--- config.mk ---
export PLATFORM = sky130hd
export DESIGN_NAME = gen3_packet_identifier_mb
export DESIGN_NICKNAME = d
export VERILOG_FILES = /design/src/rtl/gen3_pi_pkg.sv /design/src/rtl/gen3_byte_step.sv /design/src/rtl/gen3_packet_identifier_mb.sv
export SDC_FILE = /design/constraint.sdc
export NUM_CORES = 1
export LEC_CHECK = 0
export CORE_ASPECT_RATIO = 0.9
export CORE_MARGIN = 5
export CORE_UTILIZATION = 30
export DETAILED_ROUTE_END_ITERATION = 10
export PLACE_DENSITY = 0.46
export SETUP_SLACK_MARGIN = 0.5
export SLEW_MARGIN = 10
export SYNTH_ARGS = -nofsm -noshare
export SYNTH_HDL_FRONTEND = slang
export SYNTH_SLANG_ARGS = --single-unit
--- constraint.sdc ---
create_clock -name clk -period 11.95 [get_ports clk]
set_input_delay 2.39 -clock clk [delete_from_list [all_inputs] [get_ports clk]]
set_output_delay 2.39 -clock clk [all_outputs]
set_load 0.005 [all_outputs]
--- src/rtl/gen3_pi_pkg.sv ---
// -----------------------------------------------------------------------------
// gen3_pi_pkg
// Shared definitions for the multi-byte Gen3 packet identifier: per-byte
// one-hot type codes, the framing state encoding and the framing tokens
// recognised in the descrambled 128b/130b data stream.
// -----------------------------------------------------------------------------
package gen3_pi_pkg;

   // One-hot per-byte type codes presented on type_out.
   localparam logic [5:0] TYPE_NV        = 6'b000000;
   localparam logic [5:0] TYPE_DATA      = 6'b100000;
   localparam logic [5:0] TYPE_TLPSTART  = 6'b010000;
   localparam logic [5:0] TYPE_TLPEND    = 6'b001000;
   localparam logic [5:0] TYPE_DLLPEND   = 6'b000100;
   localparam logic [5:0] TYPE_DLLPSTART = 6'b000010;
   localparam logic [5:0] TYPE_TLPEDB    = 6'b000001;

   localparam int STATE_W = 3;

   typedef enum logic [STATE_W-1:0] {
      ST_IDLE     = 3'd0,
      ST_SDP1     = 3'd1,
      ST_STP1     = 3'd2,
      ST_STP2     = 3'd3,
      ST_STP3     = 3'd4,
      ST_SDP_BODY = 3'd5,
      ST_TLP_BODY = 3'd6
   } state_e;

   // Framing tokens.
   localparam logic [7:0] TOK_SDP0    = 8'hF0;  // first SDP byte
   localparam logic [7:0] TOK_SDP1    = 8'h53;  // second SDP byte
   localparam logic [3:0] TOK_STP_NIB = 4'hF;   // STP marker in byte[3:0]
   localparam logic [7:0] TOK_EDB     = 8'hC0;  // end-bad marker
   localparam logic [7:0] TOK_IDL     = 8'h00;  // logical idle filler

   localparam logic [1:0] SYNC_DATA   = 2'b10;  // data-block sync header

endpackage

--- src/rtl/gen3_byte_step.sv ---
// -----------------------------------------------------------------------------
// gen3_byte_step
// Purely combinational single-byte framing step. Given the framing state,
// byte counter and length limit ahead of one byte, it returns the state,
// counter and limit after that byte, the byte's one-hot type and an error
// flag. The top chains LANES copies of this to walk one word in lane order.
//
// Ports:
//   state_i / state_o  framing state before / after the byte
//   count_i / count_o  body byte counter before / after the byte
//   limit_i / limit_o  body length limit before / after the byte
//   byte_i             the payload byte
//   type_o             one-hot type of this byte
//   err_o              framing violation detected on this byte
// -----------------------------------------------------------------------------
module gen3_byte_step
   import gen3_pi_pkg::*;
#(
   parameter int CNT_W       = 12,
   parameter int DLLP_LEN    = 8,
   parameter int MAX_TLP_LEN = 1024
) (
   input  logic [STATE_W-1:0] state_i,
   input  logic [CNT_W-1:0]   count_i,
   input  logic [CNT_W-1:0]   limit_i,
   input  logic [7:0]         byte_i,
   output logic [STATE_W-1:0] state_o,
   output logic [CNT_W-1:0]   count_o,
   output logic [CNT_W-1:0]   limit_o,
   output logic [5:0]         type_o,
   output logic               err_o
);

   state_e           cur;
   state_e           nxt;
   logic [CNT_W-1:0] limit_stp;

   assign cur = state_e'(state_i);

   // Second STP byte supplies limit[11:4]; limit[3:0] came from the first.
   assign limit_stp = CNT_W'({byte_i, limit_i[3:0]});

   always_comb begin
      // NOTE: every output gets a default before the case so no path can
      // leave a value unassigned and infer a latch.
      nxt     = cur;
      count_o = count_i;
      limit_o = limit_i;
      type_o  = TYPE_NV;
      err_o   = 1'b0;

      case (cur)
         ST_IDLE: begin
            if (byte_i == TOK_SDP0) begin
               nxt = ST_SDP1;
            end else if (byte_i[3:0] == TOK_STP_NIB) begin
               nxt          = ST_STP1;
               limit_o[3:0] = byte_i[7:4];
            end else if (byte_i != TOK_IDL) begin
               err_o = 1'b1;
            end
         end

         ST_SDP1: begin
            if (byte_i == TOK_SDP1) begin
               nxt     = ST_SDP_BODY;
               type_o  = TYPE_DLLPSTART;
               count_o = '0;
               limit_o = CNT_W'(DLLP_LEN);
            end else begin
               nxt   = ST_IDLE;
               err_o = 1'b1;
            end
         end

         ST_STP1: begin
            if ((limit_stp > CNT_W'(MAX_TLP_LEN)) || (limit_stp == '0)) begin
               nxt     = ST_IDLE;
               limit_o = '0;
               err_o   = 1'b1;
            end else begin
               nxt     = ST_STP2;
               limit_o = limit_stp;
            end
         end

         ST_STP2: nxt = ST_STP3;

         ST_STP3: begin
            nxt     = ST_TLP_BODY;
            type_o  = TYPE_TLPSTART;
            count_o = '0;
         end

         ST_TLP_BODY, ST_SDP_BODY: begin
            if (count_i < limit_i) begin
               type_o  = TYPE_DATA;
               count_o = count_i + CNT_W'(1);
            end else begin
               nxt     = ST_IDLE;
               count_o = '0;
               limit_o = '0;
               if (cur == ST_SDP_BODY) begin
                  type_o = TYPE_DLLPEND;
               end else if (byte_i == TOK_EDB) begin
                  type_o = TYPE_TLPEDB;
               end else begin
                  type_o = TYPE_TLPEND;
               end
            end
         end

         default: nxt = ST_IDLE;
      endcase
   end

   assign state_o = nxt;

endmodule

--- src/rtl/gen3_packet_identifier_mb.sv ---
// -----------------------------------------------------------------------------
// gen3_packet_identifier_mb
// Classifies LANES descrambled Gen3 bytes per cycle into TLP/DLLP framing
// types. Framing state is held internally and carried lane-to-lane through a
// chain of gen3_byte_step instances; all outputs are registered.
//
// Ports:
//   clk, rst      clock; asynchronous active-high reset
//   data_in       LANES payload bytes, lane 0 = [7:0] is earliest
//   valid         data_in qualifier
//   sync_header   2'b10 data block, anything else is treated as ordered set
//   type_out      per-lane one-hot byte type, lane i = [6i+5:6i]
//   type_valid    type_out qualifier (valid delayed one cycle)
//   framing_err   one-cycle pulse on any framing violation in the word
//   in_packet     registered state is not IDLE
// -----------------------------------------------------------------------------
module gen3_packet_identifier_mb
   import gen3_pi_pkg::*;
#(
   parameter int LANES       = 4,
   parameter int DLLP_LEN    = 8,
   parameter int MAX_TLP_LEN = 1024,
   parameter int CNT_W       = 12
) (
   input  logic               clk,
   input  logic               rst,
   input  logic [8*LANES-1:0] data_in,
   input  logic               valid,
   input  logic [1:0]         sync_header,
   output logic [6*LANES-1:0] type_out,
   output logic               type_valid,
   output logic               framing_err,
   output logic               in_packet
);

   state_e             state_q, state_d;
   logic [CNT_W-1:0]   count_q, count_d;
   logic [CNT_W-1:0]   limit_q, limit_d;
   logic [6*LANES-1:0] type_q, type_d;
   logic               type_valid_q;
   logic               err_q, err_d;
   logic               in_packet_q;

   logic [6*LANES-1:0] lane_type;
   logic [LANES-1:0]   lane_err;

   // Lane g starts from the state left by lane g-1; lane 0 from the registers.
   for (genvar g = 0; g < LANES; g++) begin : gen_lane
      logic [STATE_W-1:0] st_in, st_out;
      logic [CNT_W-1:0]   cnt_in, cnt_out;
      logic [CNT_W-1:0]   lim_in, lim_out;

      if (g == 0) begin : gen_first
         assign st_in  = state_q;
         assign cnt_in = count_q;
         assign lim_in = limit_q;
      end else begin : gen_next
         assign st_in  = gen_lane[g-1].st_out;
         assign cnt_in = gen_lane[g-1].cnt_out;
         assign lim_in = gen_lane[g-1].lim_out;
      end

      gen3_byte_step #(
         .CNT_W       (CNT_W),
         .DLLP_LEN    (DLLP_LEN),
         .MAX_TLP_LEN (MAX_TLP_LEN)
      ) u_step (
         .state_i (st_in),
         .count_i (cnt_in),
         .limit_i (lim_in),
         .byte_i  (data_in[8*g +: 8]),
         .state_o (st_out),
         .count_o (cnt_out),
         .limit_o (lim_out),
         .type_o  (lane_type[6*g +: 6]),
         .err_o   (lane_err[g])
      );
   end

   always_comb begin
      state_d = state_q;
      count_d = count_q;
      limit_d = limit_q;
      type_d  = '0;
      err_d   = 1'b0;

      if (valid) begin
         if (sync_header != SYNC_DATA) begin
            // An ordered set inside a packet truncates it; in IDLE it is benign.
            if (state_q != ST_IDLE) begin
               state_d = ST_IDLE;
               count_d = '0;
               limit_d = '0;
               err_d   = 1'b1;
            end
         end else begin
            state_d = state_e'(gen_lane[LANES-1].st_out);
            count_d = gen_lane[LANES-1].cnt_out;
            limit_d = gen_lane[LANES-1].lim_out;
            type_d  = lane_type;
            err_d   = |lane_err;
         end
      end
   end

   // NOTE: the reset is asynchronous, so it appears in the sensitivity list
   // and clears outputs immediately, even between clock edges.
   always_ff @(posedge clk or posedge rst) begin
      if (rst) begin
         state_q      <= ST_IDLE;
         count_q      <= '0;
         limit_q      <= '0;
         type_q       <= '0;
         type_valid_q <= 1'b0;
         err_q        <= 1'b0;
         in_packet_q  <= 1'b0;
      end else begin
         // NOTE: non-blocking assignments so every register samples the
         // pre-edge values regardless of statement order.
         state_q      <= state_d;
         count_q      <= count_d;
         limit_q      <= limit_d;
         type_q       <= type_d;
         type_valid_q <= valid;
         err_q        <= err_d;
         in_packet_q  <= (state_d != ST_IDLE);
      end
   end

   assign type_out    = type_q;
   assign type_valid  = type_valid_q;
   assign framing_err = err_q;
   assign in_packet   = in_packet_q;

endmodule

# Word-level counts from Yosys, hierarchy flattened
# Cells that the tools add are included.
[word_totals]
ff_bits = 54
latchBits = 0
ramBits = 0
mem_bits_ro = 0
in_bits = 37
output_inout_bits = 27
elab_cells = 204
memories = 0
[op_classes]
addsub = 4
mul = 0
div_mod_pow = 0
n_lt_le_gt_ge = 8
n_eq_ne = 42
shift = 0
mux = 119
bitwise_logic = 0
n_reduce_logical = 24
[op_table]
columns = ["op", "count"]
rows = [
  ["$mux W12", 23],
  ["$pmux W12 S3", 4],
  ["$pmux W8 S3", 4],
  ["$pmux W3 S6", 4],
  ["$pmux W6 S3", 4],
  ["$eq A8 B8 Y1 const B", 8],
  ["$mux W4", 16],
  ["$pmux W4 S4", 4],
  ["$mux W3", 19],
  ["$add A12 B1 Y12 const B", 4],
  ["$gt A12 B11 Y1 const B", 4],
  ["$logic_not A12 Y1", 4],
  ["$lt A12 B12 Y1", 4],
  ["$mux W24", 2],
  ["$eq A3 B3 Y1 const B", 12],
  ["$eq A8 B7 Y1 const B", 4],
  ["$reduce_bool A8 Y1", 4],
  ["$eq A3 B2 Y1 const B", 8],
  ["$mux W6", 4],
  ["$mux W1", 23],
  ["$eq A4 B4 Y1 const B", 4],
  ["$mux W2", 8],
  ["$eq A3 B1 Y1 const B", 4],
  ["$logic_not A3 Y1", 4],
  ["other kinds (8)", 18],
]

# Depth between registers and ports, before layout
# Gate-level depths: netlist (run 1).
[depth]
ltp_word = 19
ltp_mapped = 48
ltp_nobuf = 46

# Modules after synthesis
# From an unflattened synthesis (run 1), not the netlist that was laid out.
[unflattened]
cells_unflattened = 840
area_unflattened_um2 = 6487.5
[by_module_without_submodules]
columns = ["mod", "n_inst", "cells_each", "area_each_um2", "seq_area_each_um2"]
rows = [
  ["gen3_byte_step (gen_lane[0].u_step ...)", 3, 186, 1181.1, 0.0],
  ["gen3_packet_identifier_mb", 1, 124, 1874.3, 1351.3],
  ["gen3_byte_step (gen_lane[3].u_step)", 1, 158, 1069.8, 0.0],
]

# Worst setup path before layout (run 1)
# OpenSTA, ideal clock, no wires.
[synth_timing]
path_type = "input to register"
start = "input port data_in[4]"
end = "register count_q[6]"
setup_ns = 0.064
arrival_time_ns = 10.894
required_time_ns = 11.886
setup_slack_ns = 0.992
path_stages = 43
path_buffers = 5
path_cell_list = "buf_2 nor4_4 and3_1 mux2_2 clkbuf_1 a22oi_1 ha_1 a21o_1 a21o_1 a211oi_1 o21ai_0 or2_1 clkbuf_1 nor2_2 nor3_1 o21ai_0 inv_1 ha_1 (+7 left out) a21o_1 buf_2 a32o_1 ha_1 a21o_1 a21o_1 a21o_1 a21o_1 a21o_1 a21o_1 a221o_1 nor3_1 o211ai_1 o22ai_1 nand3_1 clkbuf_1 o41ai_1 a21o_1"
[synth_via]
elab_chain_len = 16
elab_cells_between_ends = 84
cone_classes = "add/sub: 3; order compare: 6; eq/ne: 18; mux: 46; reduce/logical: 11"
[synth_rtl]
columns = ["element", "line_no", "rtl"]
rows = [
  ["from (decl)", "gen3_packet_identifier_mb.sv:27", "input logic [8*LANES-1:0] data_in,"],
  ["$gt A12 B11 Y1 or $logic_not A12 Y1 (tied branches)", "gen3_byte_step.sv:77", "if ((limit_stp > CNT_W'(MAX_TLP_LEN)) || (limit_stp == '0)) begin"],
  ["$logic_or A1 B1 Y1", "gen3_byte_step.sv:77", ""],
  ["$mux W12", "gen3_byte_step.sv:77", ""],
  ["$pmux W4 S4", "gen3_byte_step.sv:52", "case (cur)"],
  ["$gt A12 B11 Y1 or $logic_not A12 Y1 (tied branches)", "gen3_byte_step.sv:77", ""],
  ["$logic_or A1 B1 Y1", "gen3_byte_step.sv:77", ""],
  ["$mux W12", "gen3_byte_step.sv:77", ""],
  ["$pmux W4 S4", "gen3_byte_step.sv:52", ""],
  ["$gt A12 B11 Y1 or $logic_not A12 Y1 (tied branches)", "gen3_byte_step.sv:77", ""],
  ["$logic_or A1 B1 Y1", "gen3_byte_step.sv:77", ""],
  ["$mux W12 or $mux W2 (tied branches)", "gen3_byte_step.sv:77", ""],
  ["$pmux W4 S4, or another cell as far along", "gen3_byte_step.sv:52", ""],
  ["$lt A12 B12 Y1 or $eq A3 B3 Y1 (tied branches)", "gen3_byte_step.sv:96, gen3_byte_step.sv:52", ""],
  ["$mux W12 or $reduce_or A2 Y1 (tied branches)", "gen3_byte_step.sv:96, gen3_byte_step.sv:52", ""],
  ["$pmux W12 S3 *", "gen3_byte_step.sv:52", ""],
  ["$mux W12 *", "gen3_packet_identifier_mb.sv:88", "if (sync_header != SYNC_DATA) begin"],
  ["to (signal assigned)", "gen3_packet_identifier_mb.sv:121", "count_q <= count_d;"],
  ["to (decl)", "gen3_packet_identifier_mb.sv:37", "logic [CNT_W-1:0] count_q, count_d;"],
]
# Every way passes the cells marked *; elsewhere a longest branch is shown, timed or not.
# A chain may end at the register's enable or synchronous reset.

# Final worst setup path (run 1)
[layout_timing]
start = "input port data_in[4]"
end = "register limit_q[3] (netlist: gen_lane[0].lim_in[3])"
[layout_via]
elab_chain_len = 17
elab_cells_between_ends = 90
cone_classes = "add/sub: 2; order compare: 7; eq/ne: 18; mux: 49; reduce/logical: 14"
[layout_rtl]
columns = ["element", "line_no", "rtl"]
rows = [
  ["$gt A12 B11 Y1 or $logic_not A12 Y1 (tied branches)", "gen3_byte_step.sv:77", ""],
  ["$logic_or A1 B1 Y1", "gen3_byte_step.sv:77", ""],
  ["$mux W12", "gen3_byte_step.sv:77", ""],
  ["$pmux W4 S4", "gen3_byte_step.sv:52", ""],
  ["$gt A12 B11 Y1 or $logic_not A12 Y1 (tied branches)", "gen3_byte_step.sv:77", ""],
  ["$logic_or A1 B1 Y1", "gen3_byte_step.sv:77", ""],
  ["$mux W12", "gen3_byte_step.sv:77", ""],
  ["$pmux W4 S4", "gen3_byte_step.sv:52", ""],
  ["$gt A12 B11 Y1 or $logic_not A12 Y1 (tied branches)", "gen3_byte_step.sv:77", ""],
  ["$logic_or A1 B1 Y1", "gen3_byte_step.sv:77", ""],
  ["$mux W12", "gen3_byte_step.sv:77", ""],
  ["$pmux W4 S4", "gen3_byte_step.sv:52", ""],
  ["$gt A12 B11 Y1 or $logic_not A12 Y1 (tied branches)", "gen3_byte_step.sv:77", ""],
  ["$logic_or A1 B1 Y1", "gen3_byte_step.sv:77", ""],
  ["$mux W12", "gen3_byte_step.sv:77", ""],
  ["$pmux W4 S4 *", "gen3_byte_step.sv:52", ""],
  ["$mux W12 *", "gen3_packet_identifier_mb.sv:88", ""],
  ["to (signal assigned)", "gen3_packet_identifier_mb.sv:122", "limit_q <= limit_d;"],
  ["to (decl)", "gen3_packet_identifier_mb.sv:38", "logic [CNT_W-1:0] limit_q, limit_d;"],
]
# Marked as above.

==> summary.md, run 1 <==
| Metric | Value |
|---|---|
| Internal | 0.382 mW |
| Number of synthesized flops with an enable pin | 0 |
| Die X | 166 um |
| CP max-delay cell | clkdlybuf4s50_1 |
| Met2 WL | 12.5 mm |
| Yosys top cell by area | dfrtp_1 |
| Crit path largest cell delay | 0.50 ns |
| Die area | 25100 um^2 |
| Area added between synthesis and finish | 22.3% |
| Vias per inst | 6.01 |
| Hold Violations, Final | 0 |
| IO Count | 64 |
| Port Buf Inserts | 63 |
| Synth Net Count | 975 |
| Max Slew Vio Count | 0 |
| RSZ-0062 raised after global routing | false |
| Total Power | 0.661 mW |
| Yosys warns | 0 |
| CP endpoint kind | flop |
| CTS tree | done |
| Routed WL per cell | 23.5 um |
| Critical path launch point type | input pin |
| Comb pwr share | 40.7% |
| Seq/Total Area, Yosys | 20.5% |
| Vias in the first global route | 7427 |
| ANT nets after route | 0 |
| Core Area | 21600 um^2 |
| Top cells by count, synth | nand2_1, nor2_1, dfrtp_1, nand3_1, ha_1 |
| Residual DRC count | 0 |
| Global-route wire length before repair | 44.8 mm |
| Clock root buffer | clkbuf_16 |
| Fmax achieved | 92.1 MHz |
| Initial DRC count | 834 |
| Endpoints failing setup | 0 |
| Metal3 WL | 2.07 mm |
| Routed met1 length | 14.0 mm |
| Hold crit path type | flop to flop |
| Tmin final | 10.85 ns |
| Ratio of cells with drive above 1 in the final layout | 11.5% |
| WS Path Type | input pin to flop |
| Worst slew margin | 28.8% |
| Worst hold path depth | 2 |
| Final-layout fill cell count | 2296 |
| Std-Cell Rows | 51 |
| Ys async rst share | 100% |
| # Max-Cap Violations | 0 |
| Worst VDD drop | 0.0562 mV |
| Dpl hpwl | 23.8 mm |
| Routability cong. | 0.963 |
| Clk pin slew, worst setup/hold paths | 0.09 ns |
| Status | finished clean |
| Yosys reg bits | 54 |
| Worst r2r path cells | 43 |
| Avg Synthesized Cell Area | 7.42 um^2 |
| Top sig layer | met4 |
| Required @ worst endpoint | 12.18 ns |
| Final Skew | 0.0225 ns |
| Switching power | 0.279 mW |
| CTS H-tree depth | 2 |
| Power share of the clock group | 28.7% |
| Post-synth cell types | 85 |
| Hold slack | 0.664 ns |
| CTS buffer count | 5 |
| Main flop type after synthesis | dfrtp_1 |
| Worst-margin pin slew | 1.06 ns |
| Height of the die | 151 um |
| Worst-Skew Late Latency | 0.33 ns |
| Hold Buf Count CTS | 0 |
| Cells after synthesis | 890 |
| Via count | 7550 |
| Fin nets | 1050 |
| Tcrit/Tclk final | 90.8% |
| GRT Total Usage | 23.1% |
| Flop pwr share | 30.6% |
| First drt pass iteration count | 5 |
| Post-Syn Area | 6610 um^2 |
| Worst-path maximum fanout | 11 |
| R2R Setup Slk | 2.51 ns |
| Crit-path most repeated cell | a21o_1 |
| Area contributors post-synth | dfrtp_1, ha_1, nand2_1 |
| Largest net degree at the start of global routing | 55 |
| Switch share | 42.2% |
| Setup TNS | 0 ns |
| Initial core utilization | 30.5% |
| Most common cell in the netlist | nand2_1 |
| Cell leakage power | 3.33 nW |
| CP arrival | 11.08 ns |
| CTS max path bufs | 2 |
| Sink Count | 54 |
| P per Cell Area | 81.9 nW/um^2 |
| Final wirelength | 29.6 mm |
| Remaining Overflow, GRT | 0 |
| Antenna violations before repair | 0 |
| Post-synth top area share | 20.5% |
| Diodes inserted | 0 |
[sequential cells by signal (all words and copies together) (netlist names)]
name / cells
type_out: 24
count_q: 12
gen_lane.lim_in: 12
gen_lane.st_in: 3
framing_err: 1
in_packet: 1
type_valid: 1
[cell usage in the layout, fill, tap and decap left out, types with 8 or more instances in the layout]
| cell type | count |
|---|---|
| clkdlybuf4s50_1 | 58 |
| nand3_1 | 48 |
| nor4_1 | 11 |
| o21ai_1 | 17 |
| o211ai_1 | 18 |
| nor3b_1 | 9 |
| xnor2_1 | 12 |
| nor3_1 | 31 |
| o21ai_0 | 40 |
| nand2b_1 | 9 |
| or3_1 | 18 |
| a22oi_1 | 21 |
| a21o_1 | 18 |
| o31ai_1 | 8 |
| a211oi_1 | 10 |
| nand4_1 | 23 |
| and4_1 | 10 |
| nor2_1 | 70 |
| inv_1 | 44 |
| and2_1 | 8 |
| and3_1 | 13 |
| a31oi_1 | 20 |
| nand2_1 | 97 |
| ha_1 | 48 |
| buf_4 | 39 |
| dfrtp_1 | 54 |
| nor2b_1 | 9 |
| a21oi_1 | 43 |
[what timing repair did]
| action | 4_1_cts | 5_1_grt |
|---|---|---|
| setup buffers | 0 | 2 |
| gates resized for setup | 0 | 38 |
| setup endpoints to repair | 0 | 32 |
[cell type report]
cell class	instances	area (um^2)	area share, %
Clock buffer	5	125	1.55
Clock inverter	3	48.8	0.604
Inverter	48	184	2.28
Multi-Input combinational cell	754	5070	62.7
Sequential cell	54	1350	16.7
Tap cell	291	364	4.51
Timing Repair Buffer	102	936	11.6
[metal layers]
| layer | GRT usage, % | vias to the layer above |
|---|---|---|
| met5 | 0 | - |
| met4 | 8.26 | 0 |
| met3 | 3.83 | 60 |
| met2 | 35.5 | 301 |
| met1 | 32.7 | 3637 |
| li1 | - | 3552 |
[critical path: cells and delay by family]
kind	cells	cell delay, ns
mux	2	0.68
buf+inv	4	1.10
fa+ha+maj	3	0.75
simple gates	13	2.54
compound gates	20	3.60
[power groups by stage]
stage	registers (mW)	clock network (mW)	logic (mW)
after CTS	0.200	0.196	0.251
after floorplan	0.196	0	0.156
after global routing	0.202	0.201	0.289
after global placement	0.204	0	0.253
after detailed placement	0.204	0	0.249
final	0.202	0.190	0.269
[through the flow]
step                      cell area [um^2]  setup slack, ns  util [%]  cells
after floorplan                       6610            0.992         -    890
after global placement                7740            0.485      35.8   1247
after detailed placement              7740            0.314      35.8   1247
after CTS                             7920            0.606      36.6   1255
after global routing                  8080            0.501      37.3   1257
final                                 8080             1.10      37.3   1257
[cell families (layout without fill, tap and decap cells)]
group	Yosys count	in the layout	share of synthesized area [%]
flip-flops	54	54	20.5
AND/OR/NAND/NOR	401	401	32.5
multiplexers	12	12	1.97
buffers and inverters	82	158	4.85
XOR/XNOR	18	18	2.39
adder cells (fa/ha/maj)	48	48	9.09
AO/OA/AOI/OAI	275	275	28.8
[path summary, 6_finish.rpt]
path,startpoint,endpoint
max in group asynchronous,rst,count_q[3]$_DFFE_PP0P_
min in group asynchronous,rst,type_out[2]$_DFF_PP0_
setup reg to reg,gen_lane[0].lim_in[9]$_DFFE_PP0P_,gen_lane[0].lim_in[3]$_DFFE_PP0P_
setup / recovery,data_in[4],gen_lane[0].lim_in[3]$_DFFE_PP0P_
hold / removal,gen_lane[0].lim_in[11]$_DFFE_PP0P_,gen_lane[0].lim_in[11]$_DFFE_PP0P_
hold reg to reg,gen_lane[0].lim_in[11]$_DFFE_PP0P_,gen_lane[0].lim_in[11]$_DFFE_PP0P_
Note: power is estimated with default switching activity, not from simulation.
==> run 2, diff against run 1 <==
==> constraint.sdc (replaced) <==
create_clock -name clk -period 11.95 [get_ports clk]
set_input_delay 2.39 -clock clk [delete_from_list [all_inputs] [get_ports clk]]
set_output_delay 2.39 -clock clk [all_outputs]
set_load 0.1 [all_outputs]
==> results of run 2 <==
Same layout as run 1 (identical final DEF). Status: finished clean.
Main changes from that run: total power 0.661 mW -> 0.666 mW
==> run 3, diff against run 2 <==
--- a/config.mk
+++ b/config.mk
@@ -11,6 +11,7 @@
 export DETAILED_ROUTE_END_ITERATION = 10
 export PLACE_DENSITY = 0.46
 export SETUP_SLACK_MARGIN = 0.5
+export SKIP_LAST_GASP = 1
 export SLEW_MARGIN = 10
 export SYNTH_ARGS = -nofsm -noshare
 export SYNTH_HDL_FRONTEND = slang
==> results of run 3 <==
Same layout as run 1 (identical final DEF). Status: finished clean.
Main changes from that run: total power 0.661 mW -> 0.666 mW
